## config.mk

```make
export PLATFORM = sky130hd
export DESIGN_NAME = mem_load_writer
export DESIGN_NICKNAME = d
export VERILOG_FILES = /design/src/rtl/mem_load_writer.sv
export SDC_FILE = /design/constraint.sdc
export NUM_CORES = 1
export LEC_CHECK = 0
export CORE_UTILIZATION = 30
export CTS_CLUSTER_SIZE = 12
export DETAILED_ROUTE_END_ITERATION = 10
export PLACE_DENSITY_LB_ADDON = 0.1
export SLEW_MARGIN = 20
export SYNTH_ARGS = -nofsm -noshare
export SYNTH_HDL_FRONTEND = slang
export SYNTH_SLANG_ARGS = --single-unit
```

## constraint.sdc

```tcl
create_clock -name clk -period 3.72 [get_ports clk]
set_clock_uncertainty 0.1 [all_clocks]
set_input_delay 0.372 -clock clk [delete_from_list [all_inputs] [get_ports clk]]
set_output_delay 0.372 -clock clk [all_outputs]
set_load 0.01 [all_outputs]
```

## src/rtl/mem_load_writer.sv

```systemverilog
// Small register-file memory with single writes and a sequential burst fill
// (IDLE -> LOAD -> DONE), combinational read port and async active-low reset.
module mem_load_writer #(
   parameter int DEPTH = 8,
   parameter int WIDTH = 8,
   parameter int AW    = 3
) (
   input  logic             clk,
   input  logic             rst_n,
   input  logic             wr_valid,
   output logic             wr_ready,
   input  logic [AW-1:0]    wr_addr,
   input  logic [WIDTH-1:0] wr_data,
   input  logic             load_start,
   output logic             load_busy,
   output logic             load_done,
   input  logic [AW-1:0]    addr,
   output logic [WIDTH-1:0] dout,
   output logic [1:0]       dbg_state
);

   // Handshake: a beat transfers on a rising edge where wr_valid && wr_ready;
   // wr_ready does not depend on wr_valid, and is low in reset and in DONE.
   typedef enum logic [1:0] {
      S_IDLE = 2'd0,
      S_LOAD = 2'd1,
      S_DONE = 2'd2
   } state_t;

   localparam logic [AW-1:0] LAST = AW'(DEPTH - 1);

   state_t           state, state_nx;
   logic [AW-1:0]    cnt, cnt_nx;
   logic             run;
   logic             xfer;
   logic [AW-1:0]    waddr;
   logic [WIDTH-1:0] mem [DEPTH];

   // run holds wr_ready low until the first edge after reset release
   always_ff @(posedge clk or negedge rst_n) begin
      if (!rst_n) begin
         state <= S_IDLE;
         cnt   <= '0;
         run   <= 1'b0;
      end else begin
         state <= state_nx;
         cnt   <= cnt_nx;
         run   <= 1'b1;
      end
   end

   always_comb begin
      state_nx = state;
      cnt_nx   = cnt;
      case (state)
         S_IDLE: begin
            if (run && load_start) begin
               state_nx = S_LOAD;
               cnt_nx   = '0;
               // a beat offered alongside load_start is burst beat 0
               if (xfer) begin
                  if (LAST == '0) state_nx = S_DONE;
                  else            cnt_nx   = AW'(1);
               end
            end
         end
         S_LOAD: begin
            if (xfer) begin
               if (cnt == LAST) begin
                  state_nx = S_DONE;
                  cnt_nx   = '0;
               end else begin
                  cnt_nx = cnt + AW'(1);
               end
            end
         end
         S_DONE:  state_nx = S_IDLE;
         default: state_nx = S_IDLE;
      endcase
   end

   always_comb begin
      wr_ready  = 1'b0;
      load_busy = 1'b0;
      load_done = 1'b0;
      case (state)
         S_IDLE: wr_ready = run;
         S_LOAD: begin
            wr_ready  = 1'b1;
            load_busy = 1'b1;
         end
         S_DONE:  load_done = 1'b1;
         default: wr_ready  = 1'b0;
      endcase
   end

   assign xfer = wr_valid && wr_ready;

   always_comb begin
      waddr = wr_addr;
      if (state == S_LOAD)                 waddr = cnt;
      else if (state == S_IDLE && load_start) waddr = '0;
   end

   always_ff @(posedge clk or negedge rst_n) begin
      if (!rst_n) begin
         for (int i = 0; i < DEPTH; i++) mem[i] <= '0;
      end else if (xfer) begin
         mem[waddr] <= wr_data;
      end
   end

   assign dout      = mem[addr];
   assign dbg_state = state;

endmodule

```

==> results of run 1 <==
worst max-delay path by stage:
| stage | cells past startpoint | to |
|---|---|---|
| after CTS | 5 | dout[5] |
| after global routing | 5 | dout[5] |
| after global placement | 5 | dout[5] |
| after floorplan | 4 | dout[0] |
| final | 5 | dout[5] |
| after detailed placement | 5 | dout[5] |
sequential cells by signal (all words and copies together) (netlist names):
| signal | flops |
|---|---|
| mem | 64 |
| cnt | 3 |
| run | 1 |
| dbg_state | 2 |
logic make-up after synthesis:
logic type,Yosys count,synth area share [%]
other,1,0.1127
AO/OA/AOI/OAI,12,3.571
AND/OR/NAND/NOR,18,6.466
adder cells (fa/ha/maj),2,0.7518
multiplexers,89,35.53
buffers and inverters,6,0.9395
flip-flops,70,52.63
cell type report:
cell class                      count  area (µm²)
Tap cell                          140       175.2
Multi-Input combinational cell    122        1545
Timing Repair Buffer               40       370.4
Fill cell                        1044        6815
Clock inverter                      6       45.04
Sequential cell                    70        1752
Clock buffer                       10       137.6
Yosys cell counts (2+ instances only):
cell / number / share of area [%]
mux4_2: 16 / 11
nor4_4: 4 / 2.6
a22oi_2: 2 / 0.75
dfrtp_1: 70 / 53
nand4b_2: 3 / 1.4
ha_1: 2 / 0.75
nand2_1: 4 / 0.45
a32o_1: 2 / 0.60
mux2_2: 73 / 25
clkbuf_1: 3 / 0.34
a22o_1: 2 / 0.53
per-stage QoR:
stage	instance area (µm²)	std cells
2_1_floorplan	3328	198
3_3_place_gp	3842	372
3_5_place_dp	3842	372
4_1_cts	4025	388
5_1_grt	4025	388
6_report	4025	388
routing by layer:
layer / vias to the layer above / share of wire, %
met3: 10 / 3.1
met2: 29 / 48
li1: 852 / -
met5: - / 0
met4: 0 / 1.5
met1: 1018 / 47
report_power, final:
group | switching (mW) | internal (mW)
registers | 0.192 | 1.12
clock network | 0.310 | 0.263
logic | 0.469 | 0.734
total | 0.971 | 2.12
==> impl_results.md, run 1 <==
- Status: complete, no violations
- Fin nets: 263
- Crit share post-route: 78.90%
- Vias in the first global route: 1991
- Post-placement worst setup slack: 754.5 ps
- Clk slew on worst S/H paths: about 80 ps
- Commonest non-fill, non-tap cells in the layout: 73 x mux2_2, 70 x dfrtp_1, 29 x clkdlybuf4s50_1, 16 x mux4_2
- First-pass GRT wire length: 11750 µm
- RSZ-0062 raised after global routing: no
- Crit-path cells: clkdlybuf4s50_1 > buf_4 > mux4_2 > mux2_2 > clkdlybuf4s50_1
- Worst-Margin Slew: 918.3 ps
- Deepest clock path buffer count: 2
- Diode count: 0
- Total grt overflow: 0
- Post-route core utilization: between 30% and 40%
- Clk sinks: 70
- Syn Area/Cell: 16.81 µm²
- TritonCTS Buffers: 9
- I/O pins: 31
- Synth unique cells: 28
- Most frequent CP cell: clkdlybuf4s50_1
- Drt pass-1 iters: 4
- DR iter-0 viols: 40
- Die W: about 110 µm
- Post-synth net total: around 220
- Syn-to-layout area delta: 20.94%
- Via/cell ratio: 4.920
- Total wire length: 7256 µm
- Endpoints failing setup: 0
- Worst setup margin: 785.0 ps
- Largest net degree at the start of global routing: roughly 70
- Core outline area: 10840 µm²
- Commonest non-fill, non-tap cell in the layout: mux2_2
- Hold buffers post-CTS: 0
- Met3 Usage GRT: between 3 and 4%
- Power per cell area: about 770 nW/µm²
- Initial Util: a little under a third
- CP Capture Type: output pin
- GRT met1 Usage: 19.47%
- Tot GR Track Use: 14.15%
- Clock H-tree levels: 3
- Sequential fraction of the synthesis area: 52.63%
- Ys async rst share: 100.0%
- WHS: roughly 120 ps
- Crit path time final: 2935 ps
- Post-CTS Setup Inserts: 0
- Max Cap Violations: 0
- Setup TNS: 0 ps
- Synthesized area: 3328 µm²
- Port Buffers: 30
- Power Total: approximately 3.1 mW
- Via count: 1909
- TritonCTS clock tree: done
- Slew Viols, Final: 0
- Wire per inst: 18.70 µm
- Crit path required time: about 3300 ps
- Row cnt: 38
- Ys Warns: 0
- Worst EP arrival: 2460 ps
- Reg-to-reg endpoint: mem[55]
- Hold WC Path Type: input port to asynchronous set/reset pin
- Root Buffer: clkbuf_8
- Syn Inst Count: 198
- Bufs and invs on worst path: 3
- Pleak: 1.685 nW
- Die area: roughly 12000 µm²
- VDD IR max: 260.6 µV
- Max FO, Critical Path: 16
- Worst path slowest cell: mux4_2
- Setup CP Type: input port to output pin
- GP Congestion: 0.6934
- Clk_lat worst skew: 350 ps
- Startpoint Class: input port
- Slew HR: 38.78%
- Met2 Use GR: 21.57%
- Chip Height: 107.3 µm
- DRC: 0
- #FFs+latches synth: 70
- EDFF count, synth: 0
- Final Hold Viols: 0
- Ratio of cells with drive above 1 in the final layout: 52.82%
- Top_reg_cell synth: dfrtp_1
- Crit Reg-Reg Startpoint: dbg_state[0]
- Final ANT Viol Nets: 0
- R2R depth: 5
- Placed wire-length estimate: 4655 µm
- Cell family with most CP delay: buffers and inverters
- Slowest Stage Delay on Critical Path: approximately 560 ps
- Post-cts resize count: 0
- Critical Path Start: addr[0]
- GR peak layer: met2
- R2R Setup Slk: 1140 ps
- Antenna violations before repair: 0
- F_max: 340.7 MHz
Note: power is estimated with default switching activity, not from simulation.
==> inputs of run 2 (changes only) <==
clock period = 2.4 ns   (was 3.72 ns; I/O delays follow)
==> impl_results.md, run 2 (same netlist as run 1, synthesis figures left out) <==
- Status: complete, no violations
- Endpoints failing setup: 0
- Post-placement worst setup slack: -187.5 ps
- Tot GR Track Use: roughly 15%
- Row cnt: 38
- First-pass GRT wire length: between 10000 and 15000 µm
- Worst path slowest cell: mux4_2
- Diode count: 0
- Syn-to-layout area delta: 29.96%
- Total wire length: 7495 µm
- Placed wire-length estimate: 5010 µm
- Die W: approximately 110 µm
- Chip Height: ~110 µm
- Final Hold Viols: 0
- Max FO, Critical Path: 8
- VDD IR max: 474.7 µV
- Crit share post-route: 97.40%
- DRC: 0
- Placed insts: 387
- Drt pass-1 iters: 4
- Fin nets: between 200 and 300
- Max Cap Violations: 0
- Vias in the first global route: about 2100
- Wire per inst: 18.51 µm
- TritonCTS Buffers: 9
- F_max: 427.8 MHz
- Reg with most FFs: mem
- TritonCTS clock tree: done
- Root Buffer: clkbuf_8
- Clk_lat worst skew: approximately 340 ps
- Non-filler cells, final: 405
- Max reg flops: 64
- Crit path time final: 2338 ps
- Antenna violations before repair: 0
- Commonest non-fill, non-tap cell in the layout: mux2_2
- Worst setup margin: 62.28 ps
- Slew Viols, Final: 0
- Crit path required time: 2060 ps
- DR iter-0 viols: 51
- Startpoint Class: input port
- CP Capture Type: output pin
- Largest net degree at the start of global routing: 29
- WHS: between 200 and 300 ps
- Number of fill cells in the layout: 1059
- Core outline area: around 11000 µm²
- Via count: slightly below 2000
- Ratio of cells with drive above 1 in the final layout: 55.85%
- Initial Util: 30.70%
- RSZ-0062 raised after global routing: no
- Worst EP arrival: 2000 ps
- Clock H-tree levels: 3
- Clk sinks: 70
- Total grt overflow: 0
- Clk slew on worst S/H paths: around 80 ps
- GP Congestion: 0.6576
- Via/cell ratio: 4.842
- Die area: 11520 µm²
- Deepest clock path buffer count: 2
- Slowest Stage Delay on Critical Path: 500 ps
- Crit-path cells: clkdlybuf4s15_2 > bufbuf_16 > mux4_2 > mux2_2 > clkdlybuf4s50_1
- Power per cell area: 1179 nW/µm²
- Setup CP Type: input port to output pin
- Final ANT Viol Nets: 0
- Port Buffers: 30
- Commonest non-fill, non-tap cells in the layout: 73 x mux2_2, 70 x dfrtp_1, 26 x clkdlybuf4s50_1, 16 x mux4_2, 16 x buf_4
- Pleak: 1.857 nW
- Power Total: 5.101 mW
- Hold WC Path Type: input port to asynchronous set/reset pin
- I/O pins: 31
run 2: cell types whose count changed in the layout (fill, tap and decap cells not counted), sizes merged:
| cell | delta |
|---|---|
| buf | +15 |
| clkdlybuf4s50 | -3 |
| dlymetal6s2s | +2 |
| inv | -2 |
| bufbuf | +1 |
| bufinv | +1 |
| clkbuf | +1 |
| clkdlybuf4s15 | +1 |
| dlygate4sd3 | +1 |
run 2: critical path: cells and delay by family:
family   cells  cell delay (ps)
mux          2              770
buf+inv      3              970
run 2: area by class of cell:
cell class / count / area (µm²) / area share (%)
Clock buffer: 11 / 151.4 / 3.500
Sequential cell: 70 / 1752 / 40.50
Timing Repair Buffer: 57 / 644.4 / 14.90
Clock inverter: 5 / 57.56 / 1.331
Multi-Input combinational cell: 122 / 1545 / 35.72
Tap cell: 140 / 175.2 / 4.050
run 2: layer usage:
layer  part of all wire (%)  vias to the layer above  GRT usage, %
met2                     46                       26         22.12
li1                       -                      889             -
met3                    2.6                        4         3.269
met5                      0                        -             0
met4                   0.68                        0         3.523
met1                     51                     1042         21.20
run 2: path summary, 6_finish.rpt:
check / startpoint / to / slack [ps] / depth (start not counted)
worst max-delay path: addr[0] / dout[3] / 60 / 5
worst min-delay path: rst_n / mem[58] / 300 / 2
worst max register to register: dbg_state[1] / mem[32] / 240 / 6
worst min register to register: mem[2] / mem[2] / 400 / 1
max in group asynchronous: rst_n / mem[40] / 1190 / 3
min in group clk: mem[2] / mem[2] / 400 / 1
run 2: report_power, final:
group | internal [mW] | switching (mW) | total (mW)
clock | 0.535 | 0.448 | 0.983
combinational | 1.31 | 0.782 | 2.09
sequential | 1.73 | 0.291 | 2.03
run 2: stage by stage:
| stage | cell area (µm²) | util, % | TNS [ps] |
|---|---|---|---|
| finish | 4325 | 39.90 | 0 |
| detailed placement | 4068 | 37.52 | -1456 |
| global route | 4325 | 39.90 | 0 |
| CTS | 4320 | 39.85 | 0 |
| global placement | 4068 | 37.52 | -1488 |
| floorplan | 3328 | - | 0 |
run 2: timing repair:
action,4_1_cts,5_1_grt
hold endpoints to repair,17,0
hold buffers,1,0
gates cloned,1,0
gates resized for setup,3,2
buffers inserted,0,0
setup endpoints to repair,8,2
==> inputs of run 3 (changes only) <==
CORE_MARGIN = 5   (was not set)
==> impl_results.md, run 3 (same netlist as run 1, synthesis figures left out) <==
- Hold WC Path Type: input port to asynchronous set/reset pin
- I/O pins: 31
- Commonest non-fill, non-tap cell in the layout: mux2_2
- Worst path slowest cell: mux4_2
- DRC: 0
- Initial Util: 30.70%
- Pleak: 1.897 nW
- RSZ-0062 raised after global routing: no
- Largest net degree at the start of global routing: 71
- Via count: roughly 2000
- Ratio of cells with drive above 1 in the final layout: 56.67%
- First-pass GRT wire length: 12190 µm
- Max Cap Violations: 0
- Reg with most FFs: mem
- Placed wire-length estimate: between 5000 and 6000 µm
- Antenna violations before repair: 0
- Deepest clock path buffer count: 2
- Tot GR Track Use: approximately 12%
- Crit path required time: between 2000 and 2500 ps
- Bufs and invs on worst path: 3
- Total wire length: 7437 µm
- Crit share post-route: 98.50%
- Status: complete, no violations
- Diode count: 0
- Row cnt: 38
- Die area: 13300 µm²
- Max reg flops: 64
- Cell family with most CP delay: buffers and inverters
- Critical Path Start: addr[0]
- GP Congestion: just under 0.7
- Die W: between 100 and 150 µm
- CP Capture Type: output pin
- TritonCTS clock tree: done
- Crit Reg-Reg Startpoint: dbg_state[1]
- Post-DP Area: 4068 µm²
- Post-CTS Setup Inserts: 0
- VDD IR max: 459.8 µV
- Root Buffer: clkbuf_8
- Clk_lat worst skew: 340 ps
- Clk slew on worst S/H paths: 80 ps
- Syn-to-layout area delta: 29.77%
- Crit-path cells: clkdlybuf4s15_2 > bufbuf_16 > mux4_2 > mux2_2 > clkdlybuf4s50_1
- Finished Cell Area: 4319 µm²
- Clk sinks: 70
- Power per cell area: approximately 1200 nW/µm²
- Crit path time final: 2364 ps
- Worst setup margin: 35.89 ps
- Port Buffers: 30
- Core outline area: roughly 11000 µm²
- Total grt overflow: 0
- Drt pass-1 iters: 4
- Endpoints failing setup: 0
- Commonest non-fill, non-tap cells in the layout: 73 x mux2_2, 70 x dfrtp_1, 24 x clkdlybuf4s50_1, 24 x buf_4, 16 x mux4_2
- Number of fill cells in the layout: 1018
- Setup CP Type: input port to output pin
- Slew Viols, Final: 0
- Post-placement worst setup slack: -180.5 ps
- WHS: 329.9 ps
- Setup TNS: 0 ps
- DR iter-0 viols: 75
- Worst EP arrival: between 2000 and 2500 ps
- Vias in the first global route: 2058
- Chip Height: 115.3 µm
- F_max: between 400 and 500 MHz
- Final Hold Viols: 0
- Fin nets: 285
- Startpoint Class: input port
- Power Total: 5.062 mW
- Slowest Stage Delay on Critical Path: 490 ps
- TritonCTS Buffers: 9
- Via/cell ratio: 4.788
- Clock H-tree levels: 3
- Wire per inst: 18.14 µm
- Max FO, Critical Path: 6
- Final ANT Viol Nets: 0
run 3: cell count changes in the layout (fill, tap and decap cells not counted):
cell and change:
buf_4 +8, buf_12 -3, clkbuf_8 -2, clkdlybuf4s50_1 -2
clkinv_4 +2, clkinvlp_4 -2, dlymetal6s2s_1 +2, clkinv_2 +1
inv_6 +1
run 3: path summary, 6_finish.rpt:
check,slack (ps),cells past startpoint,to
setup / recovery,40,5,dout[2]
hold / removal,330,3,mem[30]
hold reg to reg,400,1,mem[47]
setup reg to reg,190,6,mem[32]
max in group asynchronous,1540,3,mem[31]
min in group clk,400,1,mem[47]
run 3: what timing repair did:
action                                  CTS  global route
hold endpoints to repair                 70             0
pin swaps                                 0             0
gates resized for setup                   3             4
endpoints found under the setup margin    8             4
cloned                                    1             0
hold buffers                              1             0
run 3: area by class of cell:
class / instances / area [µm²] / area share (%)
clock buffers: 9 / 123.9 / 2.868
clock inverters: 7 / 73.82 / 1.709
multi-input cells: 122 / 1545 / 35.78
flip-flops and latches: 70 / 1752 / 40.56
well taps: 140 / 175.2 / 4.056
repair buffers: 62 / 649.4 / 15.03
run 3: power by group:
group	leakage, nW	internal (mW)	switching (mW)
registers	0.861	1.73	0.282
logic	0.936	1.30	0.783
clock network	0.0996	0.483	0.476
total	1.90	3.52	1.54
run 3: through the flow:
stage	utilization, %	instances
2_1_floorplan	-	198
3_3_place_gp	37.52	392
3_5_place_dp	37.52	392
4_1_cts	39.75	410
5_1_grt	39.84	410
6_report	39.84	410
run 3: worst min-delay path: stages:
cell           delay, ps
dlygate4sd3_1        510
buf_2                120
buf_12               310
run 3: routing by layer:
| metal | wire length, µm | up-vias | share of wire (%) | track usage, % |
|---|---|---|---|---|
| met5 | 0 | - | 0 | 0 |
| met4 | 57 | 0 | 0.77 | 2.347 |
| met1 | 3808 | 1033 | 51 | 18.30 |
| met2 | 3394 | 24 | 46 | 17.86 |
| li1 | - | 901 | - | - |
| met3 | 177 | 5 | 2.4 | 3.526 |
